File: src/rtl/exe_stage.sv
// Execute stage: E/W elastic register pair around the 4-bit-encoded ALU.
// Optional perf counters enabled by defining EXE_PERF_CNT_EN.

module alu (
    input  logic [3:0]  ctrl,
    input  logic [31:0] a,
    input  logic [31:0] b,
    output logic [31:0] y
);
    localparam logic [3:0] OP_ZERO = 4'b0000;
    localparam logic [3:0] OP_ADD  = 4'b0001;
    localparam logic [3:0] OP_SUB  = 4'b0010;
    localparam logic [3:0] OP_SLT  = 4'b0011;
    localparam logic [3:0] OP_SGE  = 4'b0100;
    localparam logic [3:0] OP_SLTU = 4'b0101;
    localparam logic [3:0] OP_AND  = 4'b0110;
    localparam logic [3:0] OP_NOR  = 4'b0111;
    localparam logic [3:0] OP_OR   = 4'b1000;
    localparam logic [3:0] OP_XOR  = 4'b1001;
    localparam logic [3:0] OP_SLL  = 4'b1010;
    localparam logic [3:0] OP_SRL  = 4'b1011;
    localparam logic [3:0] OP_SLA  = 4'b1100;
    localparam logic [3:0] OP_SRA  = 4'b1101;
    localparam logic [3:0] OP_LUI  = 4'b1110;
    localparam logic [3:0] OP_LDI  = 4'b1111;

    logic [4:0] shamt;
    logic       lt_s;
    logic       lt_u;

    // src1 supplies the shift amount, src2 is the value being shifted
    assign shamt = a[4:0];
    assign lt_s  = $signed(a) < $signed(b);
    assign lt_u  = a < b;

    always_comb begin
        y = '0;
        unique case (ctrl)
            OP_ZERO: y = '0;
            OP_ADD:  y = a + b;
            OP_SUB:  y = a - b;
            OP_SLT:  y = {31'd0, lt_s};
            OP_SGE:  y = {31'd0, ~lt_s};
            OP_SLTU: y = {31'd0, lt_u};
            OP_AND:  y = a & b;
            OP_NOR:  y = ~(a | b);
            OP_OR:   y = a | b;
            OP_XOR:  y = a ^ b;
            OP_SLL:  y = b << shamt;
            OP_SRL:  y = b >> shamt;
            OP_SLA:  y = b << shamt;
            OP_SRA:  y = $unsigned($signed(b) >>> shamt);
            OP_LUI:  y = {b[15:0], 16'd0};
            OP_LDI:  y = b;
            default: y = '0;
        endcase
    end
endmodule

module exe_stage #(
    parameter int ADDR_W         = 5,
    parameter int ZERO_DEST_NOWR = 1
) (
    input  logic              clk,
    input  logic              rst,
    input  logic              flush,
    input  logic              id_valid,
    output logic              id_ready,
    input  logic [3:0]        id_alu_control,
    input  logic [31:0]       id_src1,
    input  logic [31:0]       id_src2,
    input  logic [ADDR_W-1:0] id_dest,
    input  logic              id_wen,
    output logic              wb_valid,
    input  logic              wb_ready,
    output logic [31:0]       wb_result,
    output logic [ADDR_W-1:0] wb_dest,
    output logic              wb_wen,
    output logic              fwd_e_valid,
    output logic [ADDR_W-1:0] fwd_e_dest,
    output logic              fwd_w_valid,
    output logic [ADDR_W-1:0] fwd_w_dest,
    output logic [31:0]       fwd_w_result,
    output logic [31:0]       op_count,
    output logic [31:0]       stall_count
);
    logic              e_valid;
    logic [3:0]        e_ctrl;
    logic [31:0]       e_src1;
    logic [31:0]       e_src2;
    logic [ADDR_W-1:0] e_dest;
    logic              e_wen;

    logic        w_free;
    logic        e_adv;
    logic        take;
    logic        zero_kill;
    logic [31:0] alu_y;

    assign w_free    = ~wb_valid | wb_ready;
    assign e_adv     = e_valid & w_free;
    assign id_ready  = ~e_valid | e_adv;
    assign take      = id_valid & id_ready;
    assign zero_kill = (ZERO_DEST_NOWR != 0) && (id_dest == '0);

    alu u_alu (
        .ctrl (e_ctrl),
        .a    (e_src1),
        .b    (e_src2),
        .y    (alu_y)
    );

    always_ff @(posedge clk) begin
        if (rst) begin
            e_valid <= 1'b0;
            e_ctrl  <= '0;
            e_src1  <= '0;
            e_src2  <= '0;
            e_dest  <= '0;
            e_wen   <= 1'b0;
        end else if (flush) begin
            e_valid <= 1'b0;
        end else if (take) begin
            e_valid <= 1'b1;
            e_ctrl  <= id_alu_control;
            e_src1  <= id_src1;
            e_src2  <= id_src2;
            e_dest  <= id_dest;
            e_wen   <= id_wen & ~zero_kill;
        end else if (e_adv) begin
            e_valid <= 1'b0;
        end
    end

    always_ff @(posedge clk) begin
        if (rst) begin
            wb_valid  <= 1'b0;
            wb_result <= '0;
            wb_dest   <= '0;
            wb_wen    <= 1'b0;
        end else if (flush) begin
            wb_valid <= 1'b0;
            wb_wen   <= 1'b0;
        end else if (e_adv) begin
            wb_valid  <= 1'b1;
            wb_result <= alu_y;
            wb_dest   <= e_dest;
            wb_wen    <= e_wen;
        end else if (wb_ready) begin
            wb_valid <= 1'b0;
        end
    end

    assign fwd_e_valid  = e_valid & e_wen;
    assign fwd_e_dest   = e_dest;
    assign fwd_w_valid  = wb_valid & wb_wen;
    assign fwd_w_dest   = wb_dest;
    assign fwd_w_result = wb_result;

`ifdef EXE_PERF_CNT_EN
    always_ff @(posedge clk) begin
        if (rst) begin
            op_count    <= '0;
            stall_count <= '0;
        end else if (!flush) begin
            if (wb_valid & wb_ready)
                op_count <= op_count + 32'd1;
            if (id_valid & ~id_ready)
                stall_count <= stall_count + 32'd1;
        end
    end
`else
    assign op_count    = '0;
    assign stall_count = '0;
`endif
endmodule
File: config.mk
export PLATFORM = sky130hd
export DESIGN_NAME = exe_stage
export DESIGN_NICKNAME = d
export VERILOG_FILES = /design/src/rtl/exe_stage.sv
export SDC_FILE = /design/constraint.sdc
export NUM_CORES = 1
export LEC_CHECK = 0
export ABC_AREA = 1
export ABC_CLOCK_PERIOD_IN_PS = 3550
export BUFFER_PORTS_ARGS = -buffer_cell sky130_fd_sc_hd__buf_4
export CORE_MARGIN = 2
export CORE_UTILIZATION = 40
export CTS_CLUSTER_SIZE = 25
export DETAILED_ROUTE_END_ITERATION = 16
export PLACE_DENSITY_LB_ADDON = 0.12
export RECOVER_POWER = 25
export REMOVE_ABC_BUFFERS = 1
export SLEW_MARGIN = 30
export SYNTH_ARGS = -nofsm -noshare
export SYNTH_HDL_FRONTEND = slang
export SYNTH_SLANG_ARGS = --single-unit
File: constraint.sdc
create_clock -name clk -period 3.55 [get_ports clk]
set_clock_uncertainty 0.15 [all_clocks]
set_input_delay 0.355 -clock clk [delete_from_list [all_inputs] [get_ports clk]]
set_output_delay 0.355 -clock clk [all_outputs]
set_load 0.02 [all_outputs]
==> flow_summary.json, run 1 <==
{
  "grt_overflow": 0,
  "worstSkewPairLatency_ns": 0.46,
  "path_delay_family": "simple AND/OR/NAND/NOR gates",
  "gr-usage-met3": 0.0564,
  "hpwl_um": 61300,
  "ant_nets": 0,
  "critPathRequiredTime_ns": 3.72,
  "fmax_mhz": 296,
  "ioPinCount": 227,
  "syn_area_per_cell_sq_um": 5.56,
  "clk_pin_slew_ns": 0.07,
  "slew_headroom": 0.371,
  "hold_end": "fwd_e_dest[4]",
  "dp_slack_ns": 0.304,
  "fp-row-count": 71,
  "grt_pass1_vias": 17600,
  "die_area_sq_um": 39700,
  "wl_um": 76700,
  "power_leakage_nw": 8.55,
  "hold_viol_final": 0,
  "initial_core_util": 0.406,
  "rsz0062_at_grt": "no",
  "htreeDepth": 4,
  "r2r_slack_ns": 0.17,
  "clockBufferDepth": 2,
  "setup_ws_ns": 0.173,
  "critPathSlowestCell": "nor2_1",
  "die_h_um": 199,
  "routabilityCongestion": 1.08,
  "first_pass_iters": 6,
  "fin_crit_sh": 0.951,
  "cts_tree": "yes",
  "tns_ns": 0,
  "path_class": "flip-flop to flip-flop",
  "min_from": "id_dest[4]",
  "cts_resized": 0,
  "synthTopCellsByArea": "nand2_1 20%, dfxtp_1 15%, nand3_1 13%",
  "crit_top_cell": "nand2_1",
  "yosysWarnings": 0,
  "postCtsSetupBuffers": 0,
  "reg2regPathDepth": 15,
  "detail_route.wl_per_cell_um": 23.0,
  "cp-end-kind": "flip-flop",
  "cp_max_fo": 20,
  "fp.dieW_um": 199,
  "core_area_sq_um": 37600,
  "yosysTopAreaCellShare": 0.205,
  "cp.buffers_inverters": 1,
  "grt_max_degree": 75,
  "syn_to_final_growth_pct": 10.9,
  "netlist_area_sq_um": 15200,
  "hold_class": "input pin to flip-flop",
  "drc": 0,
  "period_needed_ns": 3.38,
  "final-setup-viol-count": 0,
  "worstPathArrival_ns": 3.54,
  "whs_ns": 0.0119,
  "worstMarginPinSlew_ns": 0.942,
  "fin_nets": 2995,
  "synth_cells": 2740,
  "numPortBuffers": 162,
  "maxCapViolations": 0,
  "peakVddDrop_uv": 363,
  "async_reset_ff_frac": 0,
  "reg2reg_to": "fwd_w_result[10]",
  "synth_cell_types": 45,
  "p_per_area_nw_per_um2": 330,
  "numCtsBuffers": 17,
  "antenna_found_initial": 2,
  "worstPathCellList": "buf_4 -> ha_1 -> fa_1 -> nand2_1 -> nand3_1 -> nand3_1 -> nand2_1 -> nand2_1 -> nand2_1 -> o21ai_0 -> a21oi_1 -> nor2_1 -> nand2_1 -> nand2_1 -> a21oi_1",
  "cp-start-kind": "flip-flop",
  "holdPathStages": 3,
  "root_buffer": "clkbuf_16",
  "grt_busiest_layer": "met2",
  "grt_pass1_wl_um": 111000,
  "ys_seq_area_frac": 0.150,
  "vias_per_cell": 5.64,
  "slew_viol_final": 0,
  "r2r-start": "e_src1[0]",
  "synth_edf_count": 0,
  "drive_gt1_frac": 0.0922,
  "synth_common_cells": "831 x nand2_1, 409 x nand3_1, 289 x inv_1",
  "cts.sinks": 114,
  "vias": 18800,
  "synth_top_area_cell": "nand2_1",
  "status": "finished, final reports clean",
  "ys.flop_type": "dfxtp_1",
  "ys_ff_latch": 114,
  "synth.most_common_cell": "nand2_1",
  "globalRouteMet2Util": 0.628,
  "first_iter_violations": 1983,
  "grt_use_met1": 0.483,
  "power_mw": 5.58,
  "slowest_delay_ns": 0.40,
  "track_usage": 0.385
}
==> area by class of cell <==
class                           instances  area, sq um
Multi-Input combinational cell       2146        10600
Timing Repair Buffer                  222         1590
Clock inverter                         15          164
Clock buffer                           17          425
Sequential cell                       114         2290
Tap cell                              511          639
Inverter                              307         1170
Fill cell                            4312        20700
Antenna cell                            1         2.50
==> cells in the final DEF, fill, tap and decap left out, types with 5 or more instances in the layout <==
cell and count:
a211oi_1 11, a21oi_1 181, and2_1 10, buf_12 8, buf_4 166, clkbuf_1 47
clkbuf_16 17, conb_1 64, dfxtp_1 111, ha_1 106, inv_1 287, inv_2 14
inv_6 7, inv_8 5, nand2_1 830, nand2_2 6, nand2_4 5, nand3_1 409
nand3b_1 5, nand4_1 22, nor2_1 195, nor2_2 6, nor2_4 7, nor3_1 23
o211ai_1 21, o21ai_0 166, o21ai_1 12, o21bai_1 12, o22ai_1 22, xor2_1 6
==> report_power, final <==
group | internal [mW] | leakage [nW] | switching (mW)
sequential | 1.34 | 0.935 | 0.100
clock | 1.00 | 0.289 | 0.877
combinational | 0.636 | 7.32 | 1.62
total | 2.98 | 8.55 | 2.60
==> how the worst max path moves through the flow <==
stage                       end  depth (start not counted)       from
2_1_floorplan   fwd_w_result[0]                         16  e_src1[2]
3_3_place_gp   fwd_w_result[10]                         15  e_src1[0]
3_5_place_dp   fwd_w_result[10]                         15  e_src1[0]
4_1_cts        fwd_w_result[10]                         15  e_src1[0]
5_1_grt        fwd_w_result[10]                         15  e_src1[0]
6_report       fwd_w_result[10]                         15  e_src1[0]
==> what timing repair did <==
action                                  CTS  global route
hold endpoints to repair                  1             0
endpoints found under the setup margin    0             0
hold buffers                              1             0
==> cells by family (layout without fill, tap and decap cells) <==
| kind of cell | Yosys count | count (layout) | synth area share |
|---|---|---|---|
| compound gates | 439 | 439 | 0.156 |
| xor+xnor | 6 | 6 | 0.00345 |
| fa+ha+maj | 108 | 108 | 0.0896 |
| buf+inv | 543 | 561 | 0.170 |
| flops | 114 | 114 | 0.150 |
| mux | 1 | 1 | 0.000657 |
| other cells | 1 | 65 | 0.000246 |
| simple gates | 1528 | 1528 | 0.431 |
==> stage by stage <==
step	cells	area, sq um	utilization
global route	3332	16900	0.450
finish	3333	16900	0.450
CTS	3332	17100	0.455
floorplan	2567	14100	-
global placement	3299	16500	0.439
detailed placement	3299	16500	0.439
==> state kept, by name, summed over array words and instances, names as in the netlist <==
name / count
e_src1: 32
e_src2: 32
fwd_e_dest: 5
fwd_w_result: 32
fwd_w_dest: 5
e_wen: 1
e_valid: 1
wb_wen: 1
wb_valid: 1
e_ctrl: 4
==> per-layer routing <==
| layer | wire, um | up-vias | share of wire |
|---|---|---|---|
| met1 | 31000 | 8779 | 0.40 |
| met3 | 6060 | 186 | 0.079 |
| li1 | - | 8857 | - |
| met2 | 35000 | 960 | 0.46 |
| met4 | 4730 | 0 | 0.062 |
| met5 | 0 | - | 0 |
==> worst reg2reg max path, stage by stage, from the launching register on <==
cell and delay (ns):
dfxtp_1 0.34, buf_4 0.26, ha_1 0.31, fa_1 0.39, nand2_1 0.11, nand3_1 0.12, nand3_1 0.12, nand2_1 0.18
nand2_1 0.11, nand2_1 0.17, o21ai_0 0.21, a21oi_1 0.06, nor2_1 0.40, nand2_1 0.16, nand2_1 0.09, a21oi_1 0.07
Power figures use the tool's default switching activity.
==> run 2: changes to the inputs <==
Settings changed: CELL_PAD_IN_SITES_DETAIL_PLACEMENT set to 0, CELL_PAD_IN_SITES_GLOBAL_PLACEMENT set to 1.
==> run 2 against run 1 <==
Effect of this change:
- non-clock buffer count up 6
- global-route usage shrank 0.47 points
- largest power group unchanged
- clock power is 5% lower
- register-to-register slack got worse by 0.08 ns
- power decreased by 1.6%
- core utilization hardly changed
- count of clock-buffer cells in the layout grew 2
- final cell count is 0.15% higher
- worst setup slack worse by 0.079 ns
==> flow_summary.json, run 2 (synthesis results as in run 1) <==
{
  "worstSkewPairLatency_ns": 0.47,
  "cp.depth": 13,
  "ioPinCount": 227,
  "hold_viol_final": 0,
  "ant_nets": 0,
  "htreeDepth": 4,
  "final-setup-viol-count": 0,
  "worstMarginPinSlew_ns": 0.964,
  "r2r_slack_ns": 0.09,
  "fp.dieW_um": 199,
  "drive_gt1_frac": 0.0941,
  "cp_max_fo": 9,
  "fin_nets": 3001,
  "path_delay_family": "simple AND/OR/NAND/NOR gates",
  "numPortBuffers": 162,
  "hpwl_um": 59800,
  "initial_core_util": 0.406,
  "worstPathCellList": "inv_1 -> ha_1 -> nor2_1 -> nand2_1 -> nor2_1 -> nand3_1 -> nand3_1 -> xor2_1 -> nor2_1 -> nor2_1 -> nand2_1 -> nand2_1 -> a21oi_1",
  "status": "finished, final reports clean",
  "slew_headroom": 0.357,
  "first_iter_violations": 2163,
  "slowest_delay_ns": 0.65,
  "vias": 18900,
  "antenna_found_initial": 0,
  "worstPathArrival_ns": 3.63,
  "core_area_sq_um": 37600,
  "fin_cells": 3338,
  "wl_um": 76000,
  "peakVddDrop_uv": 342,
  "endpoint": "fwd_w_result[11]",
  "final_common_cell": "nand2_1",
  "syn_to_final_growth_pct": 10.9,
  "reg2regPathDepth": 13,
  "routabilityCongestion": 1.06,
  "slew_viol_final": 0,
  "dpl.cell_count": 3299,
  "die_h_um": 199,
  "die_area_sq_um": 39700,
  "track_usage": 0.380,
  "r2r-start": "e_src2[9]",
  "critPathSlowestCell": "dfxtp_1",
  "postCtsSetupBuffers": 0,
  "fin_crit_sh": 0.974,
  "fin_area_sq_um": 16900,
  "fmax_mhz": 289,
  "layout_common_cells": "829 x nand2_1, 409 x nand3_1, 287 x inv_1",
  "grt_overflow": 0,
  "first_pass_iters": 7,
  "post_dp_cell_area_sq_um": 16400,
  "rsz0062_at_grt": "no",
  "numCtsBuffers": 17,
  "clockBufferDepth": 2,
  "diodes": 0,
  "cp-startpoint": "e_src2[9]",
  "fp-row-count": 71,
  "clk_pin_slew_ns": 0.07,
  "p_per_area_nw_per_um2": 325,
  "reg2reg_to": "fwd_w_result[11]",
  "root_buffer": "clkbuf_16",
  "drc": 0,
  "period_needed_ns": 3.46,
  "path_class": "flip-flop to flip-flop",
  "vias_per_cell": 5.66,
  "grt_max_degree": 70,
  "hold_class": "input pin to flip-flop",
  "crit_top_cell": "nor2_1",
  "cp-end-kind": "flip-flop",
  "critPathRequiredTime_ns": 3.72,
  "cts_tree": "yes",
  "detail_route.wl_per_cell_um": 22.8,
  "cts.sinks": 114,
  "power_leakage_nw": 8.54,
  "cp.buffers_inverters": 1,
  "grt_pass1_vias": 17400,
  "cp-start-kind": "flip-flop",
  "grt_pass1_wl_um": 110000,
  "maxCapViolations": 0
}
-- run 2: cell count changes in the layout (fill, tap and decap cells not counted), moves of 2 or more --
cell | before | now
clkinvlp_4 | 1 | 4
ha_1 | 106 | 103
buf_12 | 8 | 4
dfxtp_1 | 111 | 109
dlygate4sd3_1 | 1 | 7
dfxtp_2 | 3 | 5
ha_2 | 0 | 3
buf_4 | 166 | 170
inv_8 | 5 | 0
-- run 2: where the power goes --
group / switching, mW / internal (mW) / leakage [nW] / total, mW
sequential: 0.104 / 1.34 / 0.936 / 1.45
clock: 0.790 / 0.991 / 0.267 / 1.78
combinational: 1.62 / 0.643 / 7.34 / 2.26
total: 2.51 / 2.98 / 8.54 / 5.49
-- run 2: layout make-up --
| cell class | count | area, sq um |
|---|---|---|
| inverters | 307 | 1170 |
| fillers | 4226 | 20700 |
| flip-flops and latches | 114 | 2290 |
| clock buffers | 19 | 443 |
| multi-input cells | 2146 | 10600 |
| clock inverters | 13 | 126 |
| repair buffers | 228 | 1600 |
| well taps | 511 | 639 |
-- run 2: worst min-delay path: cells and delay by family --
kind | cells | cell delay [ns]
compound gates | 2 | 0.17
buf+inv | 1 | 0.07
-- run 2: worst min-delay path by stage --
| stage | from | to | slack (ns) | depth (start not counted) |
|---|---|---|---|---|
| finish | id_src2[14] | e_src2[14] | 0.02 | 3 |
| CTS | id_src2[24] | e_src2[24] | 0.002 | 3 |
| floorplan | rst | fwd_w_result[30] | 0.27 | 1 |
| global route | id_src1[24] | e_src1[24] | 0.03 | 3 |
| global placement | fwd_w_result[20] | fwd_w_result[20] | 0.32 | 2 |
| detailed placement | fwd_w_result[26] | fwd_w_result[26] | 0.32 | 2 |
-- run 2: through the flow --
stage / setup TNS [ns] / power [mW] / hold slack [ns] / setup WS [ns] / utilization
CTS: 0 / 5.44 / 0.00228 / 0.0283 / 0.454
global route: 0 / 5.76 / 0.0259 / 0.00608 / 0.450
floorplan: -26.86 / 2.81 / 0.267 / -0.904 / -
finish: 0 / 5.49 / 0.0224 / 0.0938 / 0.450
global placement: 0 / 3.65 / 0.317 / 0.0530 / 0.437
detailed placement: 0 / 3.65 / 0.324 / 0.0511 / 0.437
-- run 2: repair_timing --
item                                    4_1_cts  5_1_grt
hold endpoints to repair                      7        0
endpoints found under the setup margin        0        5
hold buffers                                  7        0
gates resized for setup                       0        6
-- run 2: metal layers --
layer / global-route usage / vias to the layer above / wire (um)
met4: 0.254 / 0 / 5340
met1: 0.484 / 8752 / 30900
met5: 0 / - / 0
li1: - / 8870 / -
met3: 0.0684 / 195 / 6870
met2: 0.585 / 1078 / 32900
